File: src/rtl/selector_pkg.sv
// Shared definitions for the nibble selector family: source mode encoding and
// the lane slicing helper used to locate a lane's field inside a packed vector.
package selector_pkg;

  typedef enum logic {
    MODE_DIRECT = 1'b0,
    MODE_SCAN   = 1'b1
  } mode_e;

  // LSB position of lane 'lane' inside a vector of 'width'-bit lanes.
  function automatic int lane_lsb(input int lane, input int width);
    return lane * width;
  endfunction

endpackage

File: src/rtl/selector_lane.sv
// One output lane: picks a NIB_W field from word A or B. In SCAN mode the
// lane's base index is offset by the running scan count, wrapping mod NIBS.
module selector_lane
  import selector_pkg::*;
#(
  parameter int DATA_W = 32,
  parameter int NIB_W  = 4,
  parameter int IDX_W  = 3
) (
  input  logic [DATA_W-1:0] data_a,
  input  logic [DATA_W-1:0] data_b,
  input  logic [IDX_W-1:0]  idx_a,
  input  logic [IDX_W-1:0]  idx_b,
  input  logic              sel,
  input  logic              mode,
  input  logic [IDX_W-1:0]  scan_cnt,
  output logic [NIB_W-1:0]  nib
);

  logic [IDX_W-1:0]  base;
  logic [IDX_W-1:0]  idx;
  logic [DATA_W-1:0] word;

  // Source/index selection; the IDX_W-bit add gives the mod-NIBS wrap for free.
  always_comb begin
    base = sel ? idx_b : idx_a;
    idx  = (mode == MODE_SCAN) ? base + scan_cnt : base;
    word = sel ? data_b : data_a;
    nib  = word[idx*NIB_W +: NIB_W];
  end

endmodule

File: src/rtl/nibble_selector_n.sv
// Flow-controlled nibble selector: LANES lanes each select one field from
// DATA_A/DATA_B, results buffered in an output register plus a skid register
// so IN_READY depends on registered state only.
module nibble_selector_n
  import selector_pkg::*;
#(
  parameter int DATA_W = 32,
  parameter int NIB_W  = 4,
  parameter int LANES  = 4
) (
  input  logic                                        CLK,
  input  logic                                        RESET_L,
  input  logic                                        IN_VALID,
  output logic                                        IN_READY,
  input  logic [DATA_W-1:0]                           DATA_A,
  input  logic [DATA_W-1:0]                           DATA_B,
  input  logic [LANES*$clog2(DATA_W/NIB_W)-1:0]       SEL_A,
  input  logic [LANES*$clog2(DATA_W/NIB_W)-1:0]       SEL_B,
  input  logic [LANES-1:0]                            SEL,
  input  logic                                        MODE,
  output logic                                        OUT_VALID,
  input  logic                                        OUT_READY,
  output logic [LANES*NIB_W-1:0]                      NIBBLE_OUT,
  output logic                                        SCAN_WRAP
);

  localparam int NIBS  = DATA_W / NIB_W;
  localparam int IDX_W = $clog2(NIBS);

  if ((DATA_W % NIB_W) != 0 || NIBS < 2 || (NIBS & (NIBS - 1)) != 0) begin : g_param_check
    $error("nibble_selector_n: DATA_W/NIB_W must be an integral power of two >= 2");
  end

  logic [IDX_W-1:0]       scan_cnt_p1;
  logic [LANES*NIB_W-1:0] sel_nib_p0;
  logic                   sel_wrap_p0;
  logic [LANES*NIB_W-1:0] out_nib_p1;
  logic                   out_wrap_p1;
  logic                   out_vld_p1;
  logic [LANES*NIB_W-1:0] skid_nib_p1;
  logic                   skid_wrap_p1;
  logic                   skid_vld_p1;
  logic                   accept;
  logic                   xfer;

  assign accept = IN_VALID && !skid_vld_p1;
  assign xfer   = out_vld_p1 && OUT_READY;

  // ---- stage p0: combinational selection at accept time ----
  for (genvar i = 0; i < LANES; i++) begin : g_lane
    localparam int SLSB = lane_lsb(i, IDX_W);
    localparam int NLSB = lane_lsb(i, NIB_W);
    selector_lane #(
      .DATA_W (DATA_W),
      .NIB_W  (NIB_W),
      .IDX_W  (IDX_W)
    ) u_lane (
      .data_a   (DATA_A),
      .data_b   (DATA_B),
      .idx_a    (SEL_A[SLSB +: IDX_W]),
      .idx_b    (SEL_B[SLSB +: IDX_W]),
      .sel      (SEL[i]),
      .mode     (MODE),
      .scan_cnt (scan_cnt_p1),
      .nib      (sel_nib_p0[NLSB +: NIB_W])
    );
  end

  // NIBS is a power of two, so a count of NIBS-1 is all ones.
  assign sel_wrap_p0 = (MODE == MODE_SCAN) && (&scan_cnt_p1);

  // Scan counter: advances on accepted SCAN beats, clears on accepted DIRECT beats.
  always_ff @(posedge CLK or negedge RESET_L) begin
    if (!RESET_L) begin
      scan_cnt_p1 <= '0;
    end else if (accept) begin
      scan_cnt_p1 <= (MODE == MODE_SCAN) ? scan_cnt_p1 + IDX_W'(1) : '0;
    end
  end

  // ---- stage p1: output register and skid register ----
  // Skid drains into the output register first; a new beat fills whichever slot is free.
  always_ff @(posedge CLK or negedge RESET_L) begin
    if (!RESET_L) begin
      out_vld_p1   <= 1'b0;
      out_nib_p1   <= '0;
      out_wrap_p1  <= 1'b0;
      skid_vld_p1  <= 1'b0;
      skid_nib_p1  <= '0;
      skid_wrap_p1 <= 1'b0;
    end else if (!out_vld_p1 || xfer) begin
      if (skid_vld_p1) begin
        out_vld_p1  <= 1'b1;
        out_nib_p1  <= skid_nib_p1;
        out_wrap_p1 <= skid_wrap_p1;
        skid_vld_p1 <= 1'b0;
      end else if (accept) begin
        out_vld_p1  <= 1'b1;
        out_nib_p1  <= sel_nib_p0;
        out_wrap_p1 <= sel_wrap_p0;
      end else begin
        out_vld_p1  <= 1'b0;
      end
    end else if (accept) begin
      skid_vld_p1  <= 1'b1;
      skid_nib_p1  <= sel_nib_p0;
      skid_wrap_p1 <= sel_wrap_p0;
    end
  end

  assign IN_READY   = !skid_vld_p1;
  assign OUT_VALID  = out_vld_p1;
  assign NIBBLE_OUT = out_nib_p1;
  assign SCAN_WRAP  = out_wrap_p1;

endmodule

File: config.mk
export PLATFORM = sky130hd
export DESIGN_NAME = nibble_selector_n
export DESIGN_NICKNAME = d
export VERILOG_FILES = /design/src/rtl/selector_pkg.sv /design/src/rtl/selector_lane.sv /design/src/rtl/nibble_selector_n.sv
export SDC_FILE = /design/constraint.sdc
export NUM_CORES = 1
export LEC_CHECK = 0
export CAP_MARGIN = 20
export CORE_UTILIZATION = 45
export DETAILED_ROUTE_END_ITERATION = 10
export PLACE_DENSITY = 0.81
export REMOVE_ABC_BUFFERS = 1
export SYNTH_ARGS = -nofsm -noshare
export SYNTH_HDL_FRONTEND = slang
export SYNTH_SLANG_ARGS = --single-unit
export TNS_END_PERCENT = 20
File: constraint.sdc
create_clock -name CLK -period 2.21 [get_ports CLK]
set_input_delay 0.442 -clock CLK [delete_from_list [all_inputs] [get_ports CLK]]
set_output_delay 0.442 -clock CLK [all_outputs]
set_load 0.01 [all_outputs]
# After elaboration in Yosys (flattened, before gate mapping)
# Cells that the tools add are included.
# word_totals
ff_bits	39
latchBits	0
ram_bits	0
mem_bits_ro	0
in_bits	97
elab_cells	49
mem_count	0
# classes
addsub	5
multipliers	0
div_mod_pow	0
order_cmp	0
n_eq_ne	0
shift	4
n_mux	21
n_bitwise	1
reduce_logical	11
# op_table
cell	count
32-bit two-way mux	4
32-bit by 6-bit variable part select with 4-bit output	4
16-bit two-way mux	2
3-bit two-way mux	9
3-bit adder	4
1-bit two-way mux	6
2-bit AND reduction	2
2-bit nonzero test	2
3-bit by 1-bit adder with 3-bit output (second input constant)	1
1-bit logical AND	3
3-bit AND reduction	1
1-bit logical NOT	2
1-bit logical OR	1
1-bit NOT	1

# Depth between registers and ports, before layout
# logic_depth
word_depth	6
depth_mapped	11
ltp_nobuf	10

# Hierarchy
# Synthesis repeated with hierarchy kept, for this count alone.
# hier_totals
hier_cells	659
hier_area_um2	6742.7
# modules_own_cells
module	n_inst	cells_per_inst	area_each_um2
selector_lane	4	135	1248.7
nibble_selector_n	1	119	1747.9

# Least setup slack after synthesis
# No wires, ideal clock.
# synth_path
kind	input -> register
from	input SEL[0]
to	register skid_nib_p1[3]
setup_time_ns	0.142
t_arrival_ns	2.661
required_time_ns	2.068
setup_slack_ns	-0.594
stages	8
n_path_buf	2
path_cell_list	buf_6 -> mux2_4 -> ha_1 -> mux2i_4 -> buf_6 -> mux4_1 -> a221oi_1 -> a21oi_1
# synth_between
elab_chain_len	4
word_cells_on_any_way	5
cone_classes	1 x add/sub; 1 x shift; 3 x mux
# synth_rtl
element	line	text
start, declared	nibble_selector_n.sv:19	input logic [LANES-1:0] SEL,
3-bit two-way mux	selector_lane.sv:26	base = sel ? idx_b : idx_a;
3-bit adder	selector_lane.sv:27	idx = (mode == MODE_SCAN) ? base + scan_cnt : base;
3-bit two-way mux	selector_lane.sv:27	
32-bit by 6-bit variable part select with 4-bit output *	selector_lane.sv:29	nib = word[idx*NIB_W +: NIB_W];
end signal, assigned	nibble_selector_n.sv:106	skid_nib_p1 <= sel_nib_p0;
end, declared	nibble_selector_n.sv:40	logic [LANES*NIB_W-1:0] skid_nib_p1;
# Every way passes the cells marked *; elsewhere a longest branch is shown, timed or not.
# A chain may end at the register's enable or synchronous reset.

# Final worst setup path
# layout_path
from	register scan_cnt_p1[0]
to	register out_nib_p1[2], in the netlist NIBBLE_OUT[2]
# layout_between
elab_chain_len	5
# layout_rtl
element	line	text
start, declared	nibble_selector_n.sv:34	logic [IDX_W-1:0] scan_cnt_p1;
start signal, assigned	nibble_selector_n.sv:77	scan_cnt_p1 <= (MODE == MODE_SCAN) ? scan_cnt_p1 + IDX_W'(1) : '0;
3-bit adder	selector_lane.sv:27	
3-bit two-way mux	selector_lane.sv:27	
32-bit by 6-bit variable part select with 4-bit output	selector_lane.sv:29	
16-bit two-way mux	nibble_selector_n.sv:97	end else if (accept) begin
16-bit two-way mux	nibble_selector_n.sv:92	if (skid_vld_p1) begin
end signal, assigned	nibble_selector_n.sv:94	out_nib_p1 <= skid_nib_p1;
end signal, assigned	nibble_selector_n.sv:99	out_nib_p1 <= sel_nib_p0;
end, declared	nibble_selector_n.sv:37	logic [LANES*NIB_W-1:0] out_nib_p1;
# Every way passes these cells. The select of a mux whose other input is x is not followed.

==> results.cfg <==
[yosys]
synthTopCellsByCount = 41 x mux4_2, 39 x dfrtp_1, 36 x nor2_1, 34 x nand3_1, 31 x a21oi_1
netlist_instances = 371
synth.most_common_cell = mux4_2
synth_top_area_share_pct = 22.3
synth_largest_area_cell = dfrtp_1
yosys.cell_types.count = 50
syn_area_per_cell_um2 = 11.8
ys_seq_area_share_pct = 22.3
yosysWarningCount = 0
synth_edf_count = 0
synth.cell_area_um2 = 4370
async_reset_ff_share_pct = 100
ys.flop_type = dfrtp_1
synth_area_leaders = dfrtp_1 22%, mux4_2 21%, mux4_1 14%
ys_ff_latch = 39

[critical_path]
cp_cell_sequence = ha_4 -> inv_2 -> fa_2 -> xnor2_2 -> nor3b_4 -> nor3b_2 -> buf_4 -> a22o_1 -> a211oi_2 -> o22ai_1
crit_buf_inv = 2
path_class = flip-flop to flip-flop
ff2ff_setup_slack_ns = -0.29
critPathCaptureType = flip-flop
cp_top_family = compound AO/OA/AOI/OAI gates
cp.required_ns = 2.37
cpMaxStageDelayCell = dfrtp_2
cp_max_fo = 4
critPathMaxStageDelay_ns = 0.47
start_kind = flip-flop
arrival_ns = 2.67

[layout]
antennaDiodeCount = 0
syn2layout_area_growth_pct = 49.4
layout-drive-gt1-share_pct = 40.4
nNetsFinal = 646
fin_cells = 669

[status]
status = finished with violations
violations = setup timing

[sta]
setup_violations = 32
clock_skew_ns = 0.00542
tightest_slew_ns = 0.849
slew_viol_final = 0
rsz0062_at_grt = yes
period_needed_ns = 2.50
maxSlewHeadroom_pct = 43.4
hold_ws_ns = 0.252
fmax_mhz = 399
finalHoldViolations = 0
finalCritPeriodShare_pct = 113
worst_slack_ns = -0.294

[detailed_routing]
drt_first_pass_iters = 5
wl_um = 14000
first_iter_violations = 291
vias = 4205
drc_errors = 0
detail_route.wl_per_cell_um = 20.9
vias_per_cell = 6.29
detail-route-antenna-nets = 0

[floorplan]
initial_core_util_pct = 46.9
rows = 35
io-pin-count = 116
die-height_um = 101
die_x_um = 101
die_area_um2 = 10100
core_region_area_um2 = 9330

[placed_design]
dpl.cell_count = 643
gp_congestion = 0.919
dp_slack_ns = -1.21
hpwl_um = 10400
port_buffers = 115

[clocking]
clk_path_buf_depth = 2
htreeDepth = 2
cts-root-buf = clkbuf_8
cts.sinks = 39
clock_latency_ns = 0.29
clk_pin_slew_ns = 0.07
cts_buffers = 5
cts_tree = yes

[power]
p_leak_uw = 0.00255
power_uw = 4270
ir_drop_mv = 0.347
power.density_nw_per_um2 = 653

[global_routing]
grt_use_total_pct = 28.9
grt_start_max_net_pins = 40
antenna_found_initial = 0
grt_pass1_vias = 4200
overflow = 0
grt_pass1_wl_um = 22200

[job]
cap_violations = 0

[worst_hold_path]
min_path_type = input pin to async pin
[power by group]
part,leakage (uW),switching [uW],internal (uW),total (uW)
Clock,0.0000515,241,285,526
Combinational,0.00205,1190,1500,2690
Sequential,0.000451,132,919,1050
[flip-flops by register name, indices dropped and copies added, names as in the netlist]
| name | count |
|---|---|
| SCAN_WRAP | 1 |
| OUT_VALID | 1 |
| NIBBLE_OUT | 16 |
| skid_nib_p1 | 16 |
| skid_wrap_p1 | 1 |
| skid_vld_p1 | 1 |
| scan_cnt_p1 | 3 |
[per-layer routing]
metal | track usage, % | routed length [um] | vias up
met3 | 4.16 | 1010 | 46
met1 | 37.8 | 5560 | 2082
li1 | - | - | 1822
met2 | 49.5 | 6940 | 255
met5 | 0 | 0 | -
met4 | 9.92 | 474 | 0
[kinds of logic (layout without fill, tap and decap cells)]
group                      after synthesis  after routing  share of synthesized area [%]
buffers and inverters                   35            204                           5.87
xor gates and xnor gates                 8              8                           1.60
AOI/OAI and AO/OA                       75             75                           11.8
DFF                                     39             39                           22.3
muxes                                   83             83                           40.6
adders and majority gates               10             10                           3.55
and+or+nand+nor                        121            121                           14.3
[per-stage QoR]
| step | utilization, % | cell area (um^2) | setup TNS [ns] |
|---|---|---|---|
| 4_1_cts | 69.5 | 6480 | -5.43 |
| 2_1_floorplan | - | 4160 | -15.13 |
| 6_report | 70.0 | 6530 | -6.58 |
| 3_5_place_dp | 64.0 | 5970 | -33.21 |
| 3_3_place_gp | 64.0 | 5970 | -31.41 |
| 5_1_grt | 70.0 | 6530 | -8.56 |
[repair_timing]
| item | 4_1_cts | 5_1_grt |
|---|---|---|
| hold endpoints to repair | 0 | 0 |
| gates resized for setup | 106 | 20 |
| pin swaps | 33 | 20 |
| setup endpoints to repair | 32 | 32 |
| cloned | 3 | 0 |
| buffers inserted | 13 | 3 |
| hold buffers | 0 | 0 |
[cell type report]
| class | instances | area (um^2) |
|---|---|---|
| clock buffers | 8 | 100 |
| multi-input cells | 297 | 3400 |
| repair buffers | 188 | 1850 |
| fillers | 696 | 2800 |
| well taps | 129 | 161 |
| flip-flops and latches | 39 | 977 |
| inverters | 8 | 42.5 |
[worst paths after layout]
check                               start        endpoint  cells past startpoint
setup / recovery           scan_cnt_p1[0]   NIBBLE_OUT[2]                     10
hold / removal                    RESET_L       OUT_VALID                      1
setup reg to reg           scan_cnt_p1[0]   NIBBLE_OUT[2]                     10
hold reg to reg                 SCAN_WRAP       SCAN_WRAP                      2
max in group asynchronous         RESET_L  scan_cnt_p1[0]                      1
min in group CLK                SCAN_WRAP       SCAN_WRAP                      2
[cell usage in the layout (no fill, tap or decap), types with 3 or more instances in the layout]
cell type and instances:
xnor2_1 3, mux2i_1 5, mux2_4 5, a21oi_2 10, o21ai_2 3, nor2_1 35, a22o_1 5, mux4_2 49
nand2_1 18, mux2i_4 5, buf_4 53, dlygate4sd2_1 8, ha_4 4, inv_1 5, o22ai_2 7, a21oi_1 25
and4_4 8, buf_2 4, nand3_1 27, mux2i_2 3, clkdlybuf4s50_1 97, fa_2 3, buf_6 12, nand2b_1 7
dfrtp_1 38, mux4_1 15, nand3_2 5, o22ai_1 9, clkbuf_8 7, a211oi_2 3, o21ai_0 5, buf_12 8
No activity file was read; power rests on OpenSTA's default activity.
